**src/rtl/otter_pipe_hazard_unit.sv**
```systemverilog
// Pipeline hazard unit: tracks in-flight register writers, selects forwarding sources,
// detects load-use stalls and sequences redirect flushes. Optional counters: OTTER_HZD_PERF_EN.
module otter_pipe_hazard_unit #(
    parameter int DEPTH       = 3,
    parameter int LOAD_STAGE  = 2,
    parameter int FLUSH_DEPTH = 2
) (
    input  logic        CLK,
    input  logic        RESET,
    input  logic        DE_VALID,
    input  logic [4:0]  DE_RS1_ADDR,
    input  logic [4:0]  DE_RS2_ADDR,
    input  logic        DE_RS1_USED,
    input  logic        DE_RS2_USED,
    input  logic [4:0]  DE_RD_ADDR,
    input  logic        DE_RD_USED,
    input  logic        DE_IS_LOAD,
    input  logic        REDIRECT,
    output logic        STALL,
    output logic        FLUSH,
    output logic        ISSUE,
    output logic [2:0]  FWD_A_SEL,
    output logic [2:0]  FWD_B_SEL,
    output logic [2:0]  INFLIGHT,
    output logic [31:0] STALL_COUNT,
    output logic [31:0] FLUSH_COUNT
);

    localparam logic [2:0] FLUSH_LOAD = 3'(FLUSH_DEPTH);

    logic [DEPTH-1:0]      sb_valid_q, sb_valid_d;
    logic [DEPTH-1:0][4:0] sb_rd_q, sb_rd_d;
    logic [DEPTH-1:0]      sb_load_q, sb_load_d;
    logic [2:0]            flush_cnt_q, flush_cnt_d;
    logic [2:0]            inflight_q, inflight_d;

    logic [3:0] look_a_s, look_b_s;
    logic       hazard_s, flush_s, stall_s, issue_s;
    logic [2:0] sel_a_s, sel_b_s;

    // Returns {blocked, stage}; scanning oldest to youngest lets the youngest writer win.
    function automatic logic [3:0] src_lookup(
        input logic [4:0]            addr,
        input logic                  used,
        input logic [DEPTH-1:0]      vld,
        input logic [DEPTH-1:0][4:0] rd,
        input logic [DEPTH-1:0]      ld
    );
        logic       blocked;
        logic [2:0] stage;
        blocked = 1'b0;
        stage   = 3'd0;
        if (used && (addr != 5'd0)) begin
            for (int k = DEPTH - 1; k >= 0; k--) begin
                if (vld[k] && (rd[k] == addr)) begin
                    stage   = 3'(k + 1);
                    blocked = ld[k] && ((k + 1) < LOAD_STAGE);
                end
            end
        end
        return {blocked, stage};
    endfunction

    function automatic logic [2:0] popcount(input logic [DEPTH-1:0] v);
        logic [2:0] c;
        c = 3'd0;
        for (int i = 0; i < DEPTH; i++) begin
            c = c + {2'b00, v[i]};
        end
        return c;
    endfunction

    // Source matching, stall/flush arbitration and issue decision.
    always_comb begin
        // An empty decode slot reads nothing, so it never creates a hazard.
        look_a_s = src_lookup(DE_RS1_ADDR, DE_RS1_USED & DE_VALID, sb_valid_q, sb_rd_q, sb_load_q);
        look_b_s = src_lookup(DE_RS2_ADDR, DE_RS2_USED & DE_VALID, sb_valid_q, sb_rd_q, sb_load_q);
        hazard_s = look_a_s[3] | look_b_s[3];
        flush_s  = REDIRECT | (flush_cnt_q != 3'd0);
        stall_s  = hazard_s & ~flush_s;
        issue_s  = DE_VALID & ~stall_s & ~flush_s;
        sel_a_s  = look_a_s[3] ? 3'd0 : look_a_s[2:0];
        sel_b_s  = look_b_s[3] ? 3'd0 : look_b_s[2:0];
    end

    // Flush bubble counter: reload on redirect, otherwise drain to zero.
    always_comb begin
        flush_cnt_d = flush_cnt_q;
        if (REDIRECT) begin
            flush_cnt_d = FLUSH_LOAD;
        end else if (flush_cnt_q != 3'd0) begin
            flush_cnt_d = flush_cnt_q - 3'd1;
        end else begin
            flush_cnt_d = 3'd0;
        end
    end

    // Scoreboard shift: stage 1 takes the issuing instruction or a bubble.
    always_comb begin
        sb_valid_d = {sb_valid_q[DEPTH-2:0], issue_s & DE_RD_USED & (DE_RD_ADDR != 5'd0)};
        sb_rd_d    = {sb_rd_q[DEPTH-2:0], (issue_s ? DE_RD_ADDR : 5'd0)};
        sb_load_d  = {sb_load_q[DEPTH-2:0], issue_s & DE_IS_LOAD};
        inflight_d = popcount(sb_valid_d);
    end

    // Scoreboard, flush counter and occupancy state.
    always_ff @(posedge CLK) begin
        if (!RESET) begin
            sb_valid_q  <= '0;
            sb_rd_q     <= '0;
            sb_load_q   <= '0;
            flush_cnt_q <= 3'd0;
            inflight_q  <= 3'd0;
        end else begin
            sb_valid_q  <= sb_valid_d;
            sb_rd_q     <= sb_rd_d;
            sb_load_q   <= sb_load_d;
            flush_cnt_q <= flush_cnt_d;
            inflight_q  <= inflight_d;
        end
    end

`ifdef OTTER_HZD_PERF_EN
    logic [31:0] stall_count_q, stall_count_d;
    logic [31:0] flush_count_q, flush_count_d;

    // Saturating event counters.
    always_comb begin
        if (stall_s && (stall_count_q != 32'hFFFF_FFFF)) begin
            stall_count_d = stall_count_q + 32'd1;
        end else begin
            stall_count_d = stall_count_q;
        end
        if (flush_s && (flush_count_q != 32'hFFFF_FFFF)) begin
            flush_count_d = flush_count_q + 32'd1;
        end else begin
            flush_count_d = flush_count_q;
        end
    end

    // Counter state.
    always_ff @(posedge CLK) begin
        if (!RESET) begin
            stall_count_q <= 32'd0;
            flush_count_q <= 32'd0;
        end else begin
            stall_count_q <= stall_count_d;
            flush_count_q <= flush_count_d;
        end
    end

    assign STALL_COUNT = stall_count_q;
    assign FLUSH_COUNT = flush_count_q;
`else
    assign STALL_COUNT = 32'd0;
    assign FLUSH_COUNT = 32'd0;
`endif

    assign STALL     = stall_s;
    assign FLUSH     = flush_s;
    assign ISSUE     = issue_s;
    assign FWD_A_SEL = sel_a_s;
    assign FWD_B_SEL = sel_b_s;
    assign INFLIGHT  = inflight_q;

endmodule

```
**config.mk**
```make
export PLATFORM = sky130hd
export DESIGN_NAME = otter_pipe_hazard_unit
export DESIGN_NICKNAME = d
export VERILOG_FILES = /design/src/rtl/otter_pipe_hazard_unit.sv
export SDC_FILE = /design/constraint.sdc
export NUM_CORES = 1
export LEC_CHECK = 0
export BUFFER_PORTS_ARGS = -buffer_cell sky130_fd_sc_hd__buf_2
export CAP_MARGIN = 20
export CELL_PAD_IN_SITES_DETAIL_PLACEMENT = 1
export CELL_PAD_IN_SITES_GLOBAL_PLACEMENT = 1
export CORE_UTILIZATION = 33
export CTS_CLUSTER_DIAMETER = 40
export DETAILED_ROUTE_END_ITERATION = 10
export GPL_TIMING_DRIVEN = 0
export PLACE_DENSITY_LB_ADDON = 0.1
export SETUP_SLACK_MARGIN = 0.15
export SLEW_MARGIN = 25
export SYNTH_ARGS = -nofsm -noshare
export SYNTH_HDL_FRONTEND = slang
export SYNTH_SLANG_ARGS = --single-unit
```
**constraint.sdc**
```tcl
create_clock -name CLK -period 7.1 [get_ports CLK]
set_input_delay 0.71 -clock CLK [delete_from_list [all_inputs] [get_ports CLK]]
set_output_delay 0.71 -clock CLK [all_outputs]
set_load 0.03 [all_outputs]
```
## Word-level counts from Yosys, hierarchy flattened

Index checks and enable logic that the tools add are counted.

- Bits of input ports: 23
- Register bits after elaboration: 25
- Output and inout bits: 76
- Word-level logic and storage cells: 61

- Reductions and logical operators: 14
- Equality and inequality tests: 6
- Muxes and demuxes: 16
- Bitwise gates (word level): 14
- $add $sub $neg: 3

Operators by type and width:

| cell | count |
|---|---|
| 5-bit == test | 6 |
| 3-bit 2-to-1 mux | 8 |
| 5-bit nonzero test | 3 |
| 1-bit bitwise AND | 8 |
| 1-bit logical AND | 8 |
| 2-bit 2-to-1 mux | 4 |
| 1-bit 2-to-1 mux | 4 |
| 1-bit NOT | 4 |
| 2-bit by 1-bit adder with 3-bit output | 1 |
| 3-bit nonzero test | 1 |
| 3-bit OR reduction | 1 |
| 3-bit by 1-bit subtractor with 3-bit output (second input constant) | 1 |
| 1-bit by 1-bit adder with 2-bit output | 1 |
| 1-bit bitwise OR | 2 |
| 2-bit AND reduction | 1 |

## Longest topological paths before layout

- Depth in word-level cells: 13
- Gate-level depth with buffers: 8
- Depth with buffers taken out: 7

## Least setup slack after synthesis

No wires, ideal clock.

- Path kind: input to output
- Start point: input DE_RS1_ADDR[1]
- End point: output ISSUE
- Path slack: 4.026 ns
- Data required time: 6.390 ns
- Arrival: 2.364 ns
- Cell stages on the path: 6
- Path buffers: 1
- Cell sequence: or4_1 > o211ai_2 > and4b_1 > o21a_1 > buf_6 > nor2_1

- Longest elaborated chain between the ends: 9
- Elaborated cells between the ends (all ways): 11
- Those cells by class: eq/ne: 1; mux: 2; bitwise: 5; reduce/logical: 3

RTL lines:

| item | RTL line | RTL |
|---|---|---|
| from (decl) | 11 | `input logic [4:0] DE_RS1_ADDR,` |
| 5-bit == test | 55 | `if (vld[k] && (rd[k] == addr)) begin` |
| 1-bit logical AND | 55 |  |
| 1-bit 2-to-1 mux | 55 |  |
| 1-bit 2-to-1 mux (*) | 53 | `if (used && (addr != 5'd0)) begin` |
| 1-bit bitwise OR (*) | 78 | `hazard_s = look_a_s[3] \| look_b_s[3];` |
| 1-bit bitwise AND (*) | 80 | `stall_s = hazard_s & ~flush_s;` |
| 1-bit NOT (*) | 81 | `issue_s = DE_VALID & ~stall_s & ~flush_s;` |
| 1-bit bitwise AND (*) (2 in series) | 81 |  |
| to (decl) | 21 | `output logic ISSUE,` |

Mark *: on every way between the ends. The rest lies on a longest branch, timed or not.

## Worst setup path after layout

- Start point: input DE_RS1_ADDR[1]
- End point: output STALL

- Longest elaborated chain between the ends: 6
- Elaborated cells between the ends (all ways): 8
- Those cells by class: eq/ne: 1; mux: 2; bitwise: 2; reduce/logical: 3

RTL lines:

| item | RTL line | RTL |
|---|---|---|
| 5-bit == test | 55 |  |
| 1-bit logical AND | 55 |  |
| 1-bit 2-to-1 mux | 55 |  |
| 1-bit 2-to-1 mux (*) | 53 |  |
| 1-bit bitwise OR (*) | 78 |  |
| 1-bit bitwise AND (*) | 80 |  |
| to (decl) | 19 | `output logic STALL,` |

Marked as above.

==> impl_metrics.py <==
metrics = {
    "clock_network": {
        "post_cts_buffers": 0,
        "clock_latency_reported_for_the_late_side_of_the_worst_skew_pair_ns": 0.26,
        "clock-sinks": 24,
        "tritoncts": "yes",
        "cts.repair.resized": 0,
        "cts_buffers": 3,
        "root_buffer": "sky130_fd_sc_hd__clkbuf_8",
        "cts.path.max_buffers": 2,
        "cts_hold_buf": 0,
        "clk_pin_slew_ns": 0.07,
        "ctsHtreeMaxLevel": 1,
    },
    "critical_path": {
        "cp_common_cell": "sky130_fd_sc_hd__buf_2",
        "worst-path-max-fanout": 10,
        "crit_required_ns": 6.39,
        "rr_worst_depth": 8,
        "end_kind": "output pin",
        "buffers_inverters_on_critical_path": 3,
        "path_depth": 8,
        "worstPathCellList": "buf_2, or4_1, o211ai_2, and4b_1, o21a_1, buf_6, and2_1, buf_2",
        "critPathTopFamily": "simple AND/OR/NAND/NOR gates",
        "worst_setup_path_start_kind": "primary input",
        "critical_path_arrival_ns": 2.49,
        "timing_worst_setup_path_type": "in2out",
        "r2r_slack_ns": 4.92,
        "cp_slowest_stage_delay_ns": 0.55,
        "worst_path_max_delay_cell": "sky130_fd_sc_hd__or4_1",
    },
    "yosys": {
        "post-synth-top-area-cell": "sky130_fd_sc_hd__buf_4",
        "synth-edff-count": 0,
        "yosysWarnings": 0,
        "synthDistinctLibCells": 29,
        "synth_xor_xnor_area_share_pct": 15.0,
        "synth_top_cells_by_area": "sky130_fd_sc_hd__buf_4 29%, sky130_fd_sc_hd__dfxtp_1 27%, sky130_fd_sc_hd__xor2_1 12%",
        "netlist_instances": 201,
        "netlist_area_sq_um": 1750,
        "ys_top_cells_by_count": "67 x sky130_fd_sc_hd__buf_4, 24 x sky130_fd_sc_hd__dfxtp_1, 24 x sky130_fd_sc_hd__xor2_1, 15 x sky130_fd_sc_hd__and2_1, 12 x sky130_fd_sc_hd__nor2_1",
        "post_synth_adder_cell_area_pct": 1.85,
        "compound_gate_fraction_of_synth_area_pct": 3.85,
        "synth_sequential_area_ratio_pct": 27.4,
        "async_flop_share_pct": 0,
        "synth_most_common_cell": "sky130_fd_sc_hd__buf_4",
        "synth.avg_cell_area_sq_um": 8.73,
        "synth_top_family_by_area": "buffers and inverters",
        "yosysTopAreaCellShare_pct": 28.7,
        "most_used_flip_flop_cell_after_synthesis": "sky130_fd_sc_hd__dfxtp_1",
        "synth-seq-cells": 24,
        "synth.area.mux_share_pct": 0,
        "synthSimpleGateAreaFrac_pct": 21.1,
    },
    "drt": {
        "drc": 0,
        "mean_number_of_vias_per_cell": 3.80,
        "via_count": 1406,
        "routed_wl_microns": 3600,
        "postRouteAntennaNets": 0,
        "detail_route.iter0.violations": 23,
        "avgRoutedWirePerCell_microns": 9.72,
        "drt_pass1_iterations": 4,
    },
    "power_and_ir_drop": {
        "leakagePower_nw": 1.27,
        "ir_worst_vdd_mv": 0.0676,
        "power.total_mw": 0.329,
        "power_density_nw_per_um2": 144,
    },
    "placement": {
        "port_buffers": 30,
        "placement.cell_area_sq_um": 2240,
        "hpwl_microns": 3110,
        "gp_congestion": 0.805,
    },
    "global_route": {
        "grt_pass1_vias": 1222,
        "antenna_violations_before_repair": 0,
        "grt_overflow": 0,
        "first_pass_grt_wire_length_microns": 5450,
        "largest_net_degree_at_the_start_of_global_routing": 13,
        "globalRouteTotalUtil_pct": 13.3,
    },
    "sta": {
        "slew_violations": 0,
        "worst_slew_pin_slew_ns": 0.512,
        "timing.slew.headroom_pct": 65.9,
        "final.setup.tns_ns": 0,
        "fin_crit_ns": 3.20,
        "hold_viol": 0,
        "hold-worst-slack_ns": 0.442,
        "setup-violations-final": 0,
        "rsz0062_at_grt": "no",
        "worst_clock_skew_ns": 0.00250,
        "maxClockFrequency_ghz": 0.312,
        "min_period_over_period_pct": 45.1,
    },
    "min_path": {
        "worst_hold_path_depth": 1,
        "min_path_type": "reg2reg",
    },
    "finish": {
        "fin_util_pct": 44.7,
        "layout.nets": 327,
        "drive_above_1_share_pct": 34.7,
        "layout-area-overhead-vs-synth_pct": 30.0,
        "num-fill-cells": 661,
        "antenna_cells_inserted": 0,
        "final_cell_area_sq_um": 2280,
    },
    "die": {
        "fp.dieArea_sq_um": 5610,
        "site_rows": 26,
        "coreArea_sq_um": 5110,
        "fp.dieW_microns": 74.9,
        "initial_core_util_pct": 34.3,
        "die_height_microns": 74.9,
        "io_pins": 99,
    },
    "run": {
        "drv_cap": 0,
    },
    "status": {
        "status": "finished, final reports clean",
    },
}
==> routing by layer <==
| layer | wire length [microns] | global-route usage, % | vias to the layer above |
|---|---|---|---|
| li1 | - | - | 723 |
| met1 | 1650 | 17.1 | 616 |
| met2 | 1610 | 21.9 | 62 |
| met3 | 258 | 1.74 | 5 |
| met4 | 74 | 6.29 | 0 |
| met5 | 0 | 0 | - |
==> kinds of logic after synthesis <==
group / Yosys count
flops: 24
fa+ha+maj: 2
buf+inv: 74
compound gates: 8
simple gates: 62
other cells: 1
xor+xnor: 30
==> final cells by class <==
cell class	instances	area, sq um	share of cell area [%]
multi-input combinational	169	985	43.2
buffer	72	529	23.2
sequential	24	480	21.1
timing repair buffer	30	150	6.58
tap	70	87.6	3.84
clock buffer	3	41.3	1.81
inverter	2	7.51	0.329
==> cells in the final DEF, fill, tap and decap left out, types with 6 or more instances in the layout <==
cell,count
sky130_fd_sc_hd__and2_1,15
sky130_fd_sc_hd__buf_2,30
sky130_fd_sc_hd__buf_4,67
sky130_fd_sc_hd__conb_1,67
sky130_fd_sc_hd__dfxtp_1,24
sky130_fd_sc_hd__nand4_1,7
sky130_fd_sc_hd__nor2_1,12
sky130_fd_sc_hd__nor4_1,6
sky130_fd_sc_hd__xnor2_1,6
sky130_fd_sc_hd__xor2_1,24
==> sequential cells by signal, indices dropped and copies added (netlist names) <==
register and count:
sb_rd_d 10, sb_rd_q 5, flush_cnt_q 3, sb_valid_q 3, INFLIGHT 2, sb_load_q 1
==> per-stage QoR <==
step	std cells	setup slack [ns]
after floorplan	267	4.03
after global placement	367	3.90
after detailed placement	367	3.91
after CTS	370	3.89
after global routing	370	3.81
final	370	3.90
==> path summary, 6_finish.rpt <==
path,start,endpoint
min,flush_cnt_q[0],flush_cnt_q[0]
max reg2reg,flush_cnt_q[0],INFLIGHT[0]
min reg2reg,flush_cnt_q[0],flush_cnt_q[0]
max,DE_RS1_ADDR[1],STALL
==> power breakdown <==
part | internal (mW) | switching [mW]
Clock | 0.0379 | 0.0389
Sequential | 0.138 | 0.00251
Combinational | 0.0398 | 0.0726
(Power assumes the default switching activity.)
